`src/rtl/reset_seq_pkg.sv`:
```
// reset_seq_pkg: state encoding, reset-cause codes and cause arbitration for reset_sequencer.
// Rev 1.0
`default_nettype none

package reset_seq_pkg;

    localparam int CNT_W = 8;

    typedef enum logic [1:0] {
        ST_HOLD    = 2'd0,
        ST_STAGGER = 2'd1,
        ST_RUN     = 2'd2
    } seq_state_e;

    typedef enum logic [1:0] {
        CAUSE_POR   = 2'd0,
        CAUSE_DEBUG = 2'd1,
        CAUSE_WDOG  = 2'd2,
        CAUSE_SW    = 2'd3
    } rst_cause_e;

    // Only meaningful when at least one request is active; debug beats watchdog beats software.
    function automatic rst_cause_e pick_cause(input logic dbg, input logic wdog);
        if (dbg) begin
            return CAUSE_DEBUG;
        end else if (wdog) begin
            return CAUSE_WDOG;
        end else begin
            return CAUSE_SW;
        end
    endfunction

endpackage

`default_nettype wire

```
`src/rtl/reset_seq_if.sv`:
```
// reset_seq_if: request inputs and reset outputs of reset_sequencer (master = requester side).
// Rev 1.0
`default_nettype none

interface reset_seq_if;

    logic       dbg_rst_req;
    logic       sw_rst_req;
    logic       wdog_en;
    logic       wdog_kick;
    logic       rst_n_periph;
    logic       rst_n_core;
    logic [1:0] rst_cause;
    logic       seq_busy;

    modport master (
        output dbg_rst_req,
        output sw_rst_req,
        output wdog_en,
        output wdog_kick,
        input  rst_n_periph,
        input  rst_n_core,
        input  rst_cause,
        input  seq_busy
    );

    modport slave (
        input  dbg_rst_req,
        input  sw_rst_req,
        input  wdog_en,
        input  wdog_kick,
        output rst_n_periph,
        output rst_n_core,
        output rst_cause,
        output seq_busy
    );

endinterface

`default_nettype wire

```
`src/rtl/reset_seq_wdog.sv`:
```
// reset_seq_wdog: RUN-state watchdog; expire_o flags the edge at which the counter reaches all-ones.
// Rev 1.0
`default_nettype none

module reset_seq_wdog #(
    parameter int WDOG_WIDTH = 24
) (
    input  wire logic clk,
    input  wire logic rst_n,
    input  wire logic run_i,
    input  wire logic wdog_en_i,
    input  wire logic wdog_kick_i,
    output logic      expire_o
);

    localparam logic [WDOG_WIDTH-1:0] PRE_EXPIRE = ~(WDOG_WIDTH'(1));

    logic [WDOG_WIDTH-1:0] cnt_q;
    logic [WDOG_WIDTH-1:0] cnt_d;
    logic                  w_count;

    // A kick on the would-be expiry edge suppresses the expiry.
    assign w_count  = run_i & wdog_en_i & ~wdog_kick_i;
    assign expire_o = w_count & (cnt_q == PRE_EXPIRE);

    always_comb begin
        cnt_d = '0;
        if (w_count) begin
            cnt_d = cnt_q + WDOG_WIDTH'(1);
        end
    end

    always_ff @(posedge clk or negedge rst_n) begin
        if (!rst_n) begin
            cnt_q <= '0;
        end else begin
            cnt_q <= cnt_d;
        end
    end

endmodule

`default_nettype wire

```
`src/rtl/reset_sequencer.sv`:
```
// reset_sequencer: HOLD -> STAGGER -> RUN reset sequencer with registered, staggered reset release.
// Rev 1.0 -- watchdog built only when RESET_SEQ_WDOG_EN is defined.
`default_nettype none

module reset_sequencer
    import reset_seq_pkg::*;
#(
    parameter int HOLD_CYCLES    = 16,
    parameter int STAGGER_CYCLES = 4,
    parameter int WDOG_WIDTH     = 24
) (
    input  wire logic   clk,
    input  wire logic   rst_n,
    reset_seq_if.slave  bus
);

    localparam logic [CNT_W-1:0] HOLD_LAST    = CNT_W'(HOLD_CYCLES - 1);
    localparam logic [CNT_W-1:0] STAGGER_LAST = CNT_W'(STAGGER_CYCLES - 1);

    seq_state_e       state_q;
    logic [CNT_W-1:0] cnt_q;
    logic             rst_n_periph_q;
    logic             rst_n_core_q;
    logic [1:0]       rst_cause_q;
    logic             seq_busy_q;

    logic             w_wdog_expire;
    logic             w_run_req;
    rst_cause_e       w_run_cause;

`ifdef RESET_SEQ_WDOG_EN
    reset_seq_wdog #(
        .WDOG_WIDTH (WDOG_WIDTH)
    ) u_wdog (
        .clk         (clk),
        .rst_n       (rst_n),
        .run_i       (state_q == ST_RUN),
        .wdog_en_i   (bus.wdog_en),
        .wdog_kick_i (bus.wdog_kick),
        .expire_o    (w_wdog_expire)
    );
`else
    wire [WDOG_WIDTH-1:0] w_unused_wdog = {WDOG_WIDTH{bus.wdog_en & bus.wdog_kick}};
    assign w_wdog_expire = 1'b0;
`endif

    assign w_run_req   = bus.dbg_rst_req | w_wdog_expire | bus.sw_rst_req;
    assign w_run_cause = pick_cause(bus.dbg_rst_req, w_wdog_expire);

    always_ff @(posedge clk or negedge rst_n) begin
        if (!rst_n) begin
            state_q        <= ST_HOLD;
            cnt_q          <= '0;
            rst_n_periph_q <= 1'b0;
            rst_n_core_q   <= 1'b0;
            rst_cause_q    <= CAUSE_POR;
            seq_busy_q     <= 1'b1;
        end else begin
            case (state_q)
                ST_HOLD: begin
                    if (bus.dbg_rst_req) begin
                        cnt_q <= '0;
                    end else if (cnt_q == HOLD_LAST) begin
                        state_q        <= ST_STAGGER;
                        cnt_q          <= '0;
                        rst_n_periph_q <= 1'b1;
                    end else begin
                        cnt_q <= cnt_q + CNT_W'(1);
                    end
                end
                ST_STAGGER: begin
                    if (bus.dbg_rst_req) begin
                        state_q        <= ST_HOLD;
                        cnt_q          <= '0;
                        rst_n_periph_q <= 1'b0;
                        rst_n_core_q   <= 1'b0;
                        rst_cause_q    <= CAUSE_DEBUG;
                    end else if (cnt_q == STAGGER_LAST) begin
                        state_q      <= ST_RUN;
                        cnt_q        <= '0;
                        rst_n_core_q <= 1'b1;
                        seq_busy_q   <= 1'b0;
                    end else begin
                        cnt_q <= cnt_q + CNT_W'(1);
                    end
                end
                ST_RUN: begin
                    if (w_run_req) begin
                        state_q        <= ST_HOLD;
                        cnt_q          <= '0;
                        rst_n_periph_q <= 1'b0;
                        rst_n_core_q   <= 1'b0;
                        rst_cause_q    <= w_run_cause;
                        seq_busy_q     <= 1'b1;
                    end
                end
                default: begin
                    // Unreachable encoding: fall back to a full reset hold, cause untouched.
                    state_q        <= ST_HOLD;
                    cnt_q          <= '0;
                    rst_n_periph_q <= 1'b0;
                    rst_n_core_q   <= 1'b0;
                    seq_busy_q     <= 1'b1;
                end
            endcase
        end
    end

    assign bus.rst_n_periph = rst_n_periph_q;
    assign bus.rst_n_core   = rst_n_core_q;
    assign bus.rst_cause    = rst_cause_q;
    assign bus.seq_busy     = seq_busy_q;

endmodule

`default_nettype wire

```
`src/flat_wrapper.sv`:
```
// flat-port wrapper written by rule: the top's interface ports become plain ports
module reset_sequencer_flat import reset_seq_pkg::*;
#(
    parameter int HOLD_CYCLES    = 16,
    parameter int STAGGER_CYCLES = 4,
    parameter int WDOG_WIDTH     = 24
)
  (clk, rst_n, bus_dbg_rst_req, bus_sw_rst_req, bus_wdog_en, bus_wdog_kick, bus_rst_n_periph, bus_rst_n_core, bus_rst_cause, bus_seq_busy);
  reset_seq_if bus_i ();
  input  wire logic clk;
  input  wire logic rst_n;
  input wire logic [$bits(bus_i.dbg_rst_req)-1:0] bus_dbg_rst_req;
  input wire logic [$bits(bus_i.sw_rst_req)-1:0] bus_sw_rst_req;
  input wire logic [$bits(bus_i.wdog_en)-1:0] bus_wdog_en;
  input wire logic [$bits(bus_i.wdog_kick)-1:0] bus_wdog_kick;
  output wire logic [$bits(bus_i.rst_n_periph)-1:0] bus_rst_n_periph;
  output wire logic [$bits(bus_i.rst_n_core)-1:0] bus_rst_n_core;
  output wire logic [$bits(bus_i.rst_cause)-1:0] bus_rst_cause;
  output wire logic [$bits(bus_i.seq_busy)-1:0] bus_seq_busy;
  assign bus_i.dbg_rst_req = bus_dbg_rst_req;
  assign bus_i.sw_rst_req = bus_sw_rst_req;
  assign bus_i.wdog_en = bus_wdog_en;
  assign bus_i.wdog_kick = bus_wdog_kick;
  assign bus_rst_n_periph = bus_i.rst_n_periph;
  assign bus_rst_n_core = bus_i.rst_n_core;
  assign bus_rst_cause = bus_i.rst_cause;
  assign bus_seq_busy = bus_i.seq_busy;
  reset_sequencer #(.HOLD_CYCLES(HOLD_CYCLES), .STAGGER_CYCLES(STAGGER_CYCLES), .WDOG_WIDTH(WDOG_WIDTH)) u_core (.clk(clk), .rst_n(rst_n), .bus(bus_i));
endmodule
```
`config.mk`:
```
export PLATFORM = sky130hd
export DESIGN_NAME = reset_sequencer_flat
export DESIGN_NICKNAME = d
export VERILOG_FILES = /design/src/rtl/reset_seq_pkg.sv /design/src/rtl/reset_seq_if.sv /design/src/rtl/reset_seq_wdog.sv /design/src/rtl/reset_sequencer.sv /design/src/flat_wrapper.sv
export SDC_FILE = /design/constraint.sdc
export NUM_CORES = 1
export LEC_CHECK = 0
export CAP_MARGIN = 20
export CORE_MARGIN = 5
export CORE_UTILIZATION = 56
export CTS_CLUSTER_SIZE = 20
export DETAILED_ROUTE_END_ITERATION = 8
export PLACE_DENSITY = 0.78
export SETUP_SLACK_MARGIN = 0.5
export SYNTH_ARGS = -nofsm -noshare
export SYNTH_HDL_FRONTEND = slang
export SYNTH_HIERARCHICAL = 1
export SYNTH_SLANG_ARGS = --single-unit
```
`constraint.sdc`:
```
create_clock -name clk -period 4 [get_ports clk]
set_input_delay 0.4 -clock clk [delete_from_list [all_inputs] [get_ports clk]]
set_output_delay 0.4 -clock clk [all_outputs]
set_load 0.05 [all_outputs]
```
**Word-level counts from Yosys, hierarchy flattened**

Index checks and enable logic that the tools add are counted.
W data, S select, Z words.

- Muxes and demuxes: 28
- Equal/unequal tests: 11
- Bitwise operators: 2
- Add/subtract/negate cells: 1
- Reductions and logical operators: 7

Operators with widths:

| kind | number |
|---|---|
| $mux W8 | 5 |
| $pmux W8 S3 | 1 |
| $mux W2 | 8 |
| $reduce_and A4 Y1 | 3 |
| $mux W1 | 9 |
| $pmux W1 S3 | 3 |
| $add A8 B1 Y8 const B | 1 |
| $eq A8 B2 Y1 const B | 1 |
| $eq A8 B4 Y1 const B | 1 |
| $ne A2 B1 Y1 const B | 3 |
| $ne A2 B2 Y1 const B | 3 |
| $pmux W2 S3 | 1 |
| $reduce_and A3 Y1 | 2 |
| $pmux W2 S2 | 1 |
| $ne A3 B2 Y1 const B | 1 |
| $eq A2 B1 Y1 const B | 1 |
| $eq A2 B2 Y1 const B | 1 |
| $logic_not A2 Y1 | 1 |
| $reduce_bool A2 Y1 | 1 |
| $not A1 Y1 | 1 |
| $or A1 B1 Y1 | 1 |

- Logic and storage cells: 55
- Register bits: 15
- Output and inout port bits: 5

**Longest topological paths before layout**

- Depth after elaboration: 4
- Gate-level depth with buffers: 5

**Least setup slack after synthesis**

OpenSTA, ideal clock, no wires.

- Path kind: flip-flop to flip-flop
- Start point: reg u_core.cnt_q[4]
- End point: reg u_core.cnt_q[4]
- Path buffers: 0
- Clock period less this slack: 1.443 ns
- Cell stages (with the launch flop): 5
- Setup slack: 2.557 ns
- Data required time: 3.879 ns
- Arrival time: 1.322 ns
- Cell sequence: dfrtp_1 nor4_4 o211ai_2 a31o_1 a22o_1

- Longest elaborated chain between the ends: 4
- Elaborated cells on any way between the ends: 8

RTL lines:

| item | RTL line | RTL |
|---|---|---|
| from (decl) | reset_sequencer.sv:21 | `logic [CNT_W-1:0] cnt_q;` |
| from (signal assigned) | reset_sequencer.sv:68 | `cnt_q <= cnt_q + CNT_W'(1);` |
| from (signal assigned) | reset_sequencer.sv:84 | `cnt_q <= cnt_q + CNT_W'(1);` |
| $add A8 B1 Y8 (tied with other cells) | reset_sequencer.sv:68, reset_sequencer.sv:84 |  |
| $mux W8 (on tied branches) | reset_sequencer.sv:78, reset_sequencer.sv:63 |  |
| $mux W8 (on tied branches) | reset_sequencer.sv:72, reset_sequencer.sv:61 |  |
| $pmux W8 S3 * | reset_sequencer.sv:59 | `case (state_q)` |

Every way passes the cells marked *; elsewhere a longest branch is shown, timed or not.
A chain may end at the register's enable or synchronous reset.

**Worst setup path in the final report**

- Start point: reg u_core.seq_busy_q, in the netlist u_core/bus.seq_busy
- End point: out bus_seq_busy

RTL lines:

| item | RTL line | RTL |
|---|---|---|
| from (decl) | reset_sequencer.sv:25 | `logic seq_busy_q;` |
| from (signal assigned) | reset_sequencer.sv:57 | `seq_busy_q <= 1'b1;` |
| from (signal assigned) | reset_sequencer.sv:82 | `seq_busy_q <= 1'b0;` |
| from (signal assigned) | reset_sequencer.sv:94 | `seq_busy_q <= 1'b1;` |
| to (decl) | flat_wrapper.sv:19 | `output wire logic [$bits(bus_i.seq_busy)-1:0] bus_seq_busy;` |

No word-level cell between the ends.

==> run_results.csv <==
group,metric,value,unit
critical_path,setup.worst_path.end_class,"output pin",
logic_synthesis,synth.avg_cell_area,9.573,sq um
clock_tree,cts_made_buffers,3,
clock_tree,cts_setup_buffers,0,
logic_synthesis,synth_edf_count,0,
power_and_ir_drop,p_clk_share,32.0,%
clock_tree,cts_resized,0,
power_and_ir_drop,p_sw_share,25.75,%
clock_tree,clock_latency,0.29,ns
critical_path,reg2reg_from,"u_core/cnt_q[4]",
critical_path,start_kind,"flop",
floorplanning,initial_core_util,60.98,%
logic_synthesis,yosysSeqAreaShare,45.74,%
floorplanning,coreArea,0.001350,sq mm
floorplanning,ios,11,
job,maxCapViolCount,0,
critical_path,arrival,1.64,ns
routing,drt-initial-drc-count,28,
logic_synthesis,synth.distinct_cells,36,
timing,hold-worst-slack,0.5011,ns
placement,dp_hpwl,1251,um
global_route,grt_pass1_vias,586,
global_route,antenna_found_initial,0,
outcome,outcome,"finished, final reports clean",
critical_path,r2r_end,"u_core/cnt_q[4]",
placement,portBuffers,8,
logic_synthesis,synth_flop_cell,"dfrtp_1",
timing,finalSetupTns,0,ns
timing,setup_violations,0,
timing,fin_crit,2.038,ns
critical_path,rrSetupSlack,2.41,ns
logic_synthesis,ys.warnings.count,6,
floorplanning,die_y,48.34,um
routing,wl,1754,um
clock_tree,cts_buffer_depth,2,
routing,drtPass1Iterations,4,
critical_path,cp_cell_sequence,"clkdlybuf4s50_1",
routing,vias_per_cell,6.202,
timing,fmax,0.4907,GHz
floorplanning,die-area,0.002337,sq mm
global_route,grt_pass1_wl,3001,um
min_path,holdCritPathClass,"in2async",
global_route,grt_max_degree,16,
power_and_ir_drop,irDropWorstVdd,0.2258,mV
cells_and_area,drive_gt1_share,12.77,%
timing,layout_setup_ws,1.962,ns
critical_path,crit_slowest_cell,"clkdlybuf4s50_1",
power_and_ir_drop,leakagePower,0.4016,nW
power_and_ir_drop,p_int,205.5,uW
logic_synthesis,synth_top_area_cell,"dfrtp_1",
placement,dp_slack,2.110,ns
clock_tree,clock_sinks,15,
global_route,track_usage,16.22,%
power_and_ir_drop,p_seq_share,57.9,%
power_and_ir_drop,total_power,276.8,uW
routing,vias,676,
critical_path,r2r_cells,4,
routing,route.antenna.remaining_nets,0,
timing,worst_slew_pin_slew,0.6533,ns
cells_and_area,nets,102,
timing,final_hold_viol_count,0,
clock_tree,root_buffer,"clkbuf_4",
placement,gp_congestion,0.7976,
logic_synthesis,synth_nets,93,
cells_and_area,antenna_cells,0,
critical_path,crit_family,"buffers and inverters",
clock_tree,cts_tree,"yes",
critical_path,slowest_delay,0.80,ns
floorplanning,dieWidth,48.34,um
power_and_ir_drop,p_per_area,298.2,mW/mm^2
power_and_ir_drop,power_switching,71.27,uW
logic_synthesis,synthCells,86,
logic_synthesis,synthArstFlopShare,100.0,%
critical_path,cp.buffers_inverters,1,
global_route,gr-total-overflow,0,
cells_and_area,final_common_cell,"dfrtp_1",
floorplanning,rows,13,
logic_synthesis,synth_area_leaders,"dfrtp_1 (43%), o21ai_0 (5.5%), a22o_1 (5.3%), nand2_1 (4.1%), nor2_1 (3.6%)",
clock_tree,path_clk_slew,0.09,ns
critical_path,critPathMaxFanout,3,
critical_path,path_class,"reg2out",
timing,slew_violations,0,
timing,rsz0062_at_grt,"false",
power_and_ir_drop,power_frac_comb,10.1,%
timing,fin_crit_sh,50.94,%
logic_synthesis,synth_top_area_share,42.55,%
clock_tree,postCtsHoldBufs,0,
timing,timing.slew.headroom,56.31,%
logic_synthesis,synth-seq-cells,15,
timing,final.setup_skew,0.006324,ns
routing,avgRoutedWirePerCell,16.09,um
critical_path,required,3.60,ns
cells_and_area,area_growth,12.77,%
cells_and_area,final_cell_mix,"dfrtp_1 (14), nand2_1 (9), o21ai_0 (9), clkdlybuf4s50_1 (8), nor2_1 (8)",
clock_tree,h-tree-depth,1,
logic_synthesis,netlist_area,823.3,sq um
routing,drc,0,
power groups by stage:
stage	Combinational [mW]	Sequential [mW]	Clock (mW)
after detailed placement	0.0280	0.163	0
final	0.0279	0.160	0.0886
after floorplan	0.0131	0.165	0
after global routing	0.0309	0.161	0.0989
after global placement	0.0273	0.163	0
after CTS	0.0282	0.160	0.0904
synthesized netlist by cell type (2+ instances only):
cell type	count
nor2_1	8
o21ai_0	9
and3_2	2
inv_1	2
a31o_1	2
a22o_1	5
dfrtp_1	14
clkbuf_1	2
a21oi_1	4
nand3_1	4
nand2_1	9
final cells by class:
type,count,area (sq um)
Clock buffer,4,26.28
Fill cell,111,421.7
Inverter,2,7.507
Multi-Input combinational cell,65,419.2
Sequential cell,15,376.6
Tap cell,15,18.77
Timing Repair Buffer,8,80.08
metrics by stage:
step | area [sq um] | std cells | util, %
after CTS | 928.4 | 109 | 68.77
after global routing | 928.4 | 109 | 68.77
final | 928.4 | 109 | 68.77
after global placement | 902.1 | 105 | 66.82
after detailed placement | 902.1 | 105 | 66.82
after floorplan | 823.3 | 86 | -
cell families after synthesis:
| group | after synthesis | synth area share (%) |
|---|---|---|
| buf+inv | 6 | 3.344 |
| simple gates | 35 | 25.08 |
| fa+ha+maj | 1 | 1.520 |
| xor+xnor | 1 | 1.064 |
| flops | 15 | 45.75 |
| compound gates | 28 | 23.25 |
state kept, by name (all words and copies together), names as in the netlist:
register                 flops
u_core/cnt_q                 8
u_core/bus.rst_cause         2
u_core/state_q               2
u_core/bus.rst_n_core        1
u_core/bus.rst_n_periph      1
u_core/bus.seq_busy          1
how the worst max path moves through the flow:
stage / start / end / slack (ns) / depth (start not counted)
after floorplan: u_core/cnt_q[4] / u_core/cnt_q[4] / 2.56 / 4
after global placement: bus_dbg_rst_req / u_core/cnt_q[4] / 2.12 / 5
after detailed placement: bus_dbg_rst_req / u_core/cnt_q[2] / 2.11 / 5
after CTS: u_core/bus.seq_busy / bus_seq_busy / 1.95 / 1
after global routing: u_core/bus.seq_busy / bus_seq_busy / 1.93 / 1
final: u_core/bus.seq_busy / bus_seq_busy / 1.96 / 1
metal layers:
layer	global-route usage (%)	vias up	share of wire [%]	routed length, um
li1	-	337	-	-
met1	23.65	324	49	859
met2	21.52	11	45	792
met3	4.281	4	3.5	62
met4	8.295	0	2.2	39
met5	0	-	0	0
worst reg2reg max path, delay by kind of cell, from the launching register on:
kind / cells / cell delay, ns
flip-flops: 1 / 0.47
AND/OR/NAND/NOR: 1 / 0.40
AO/OA/AOI/OAI: 3 / 0.62
Power figures use the tool's default switching activity.
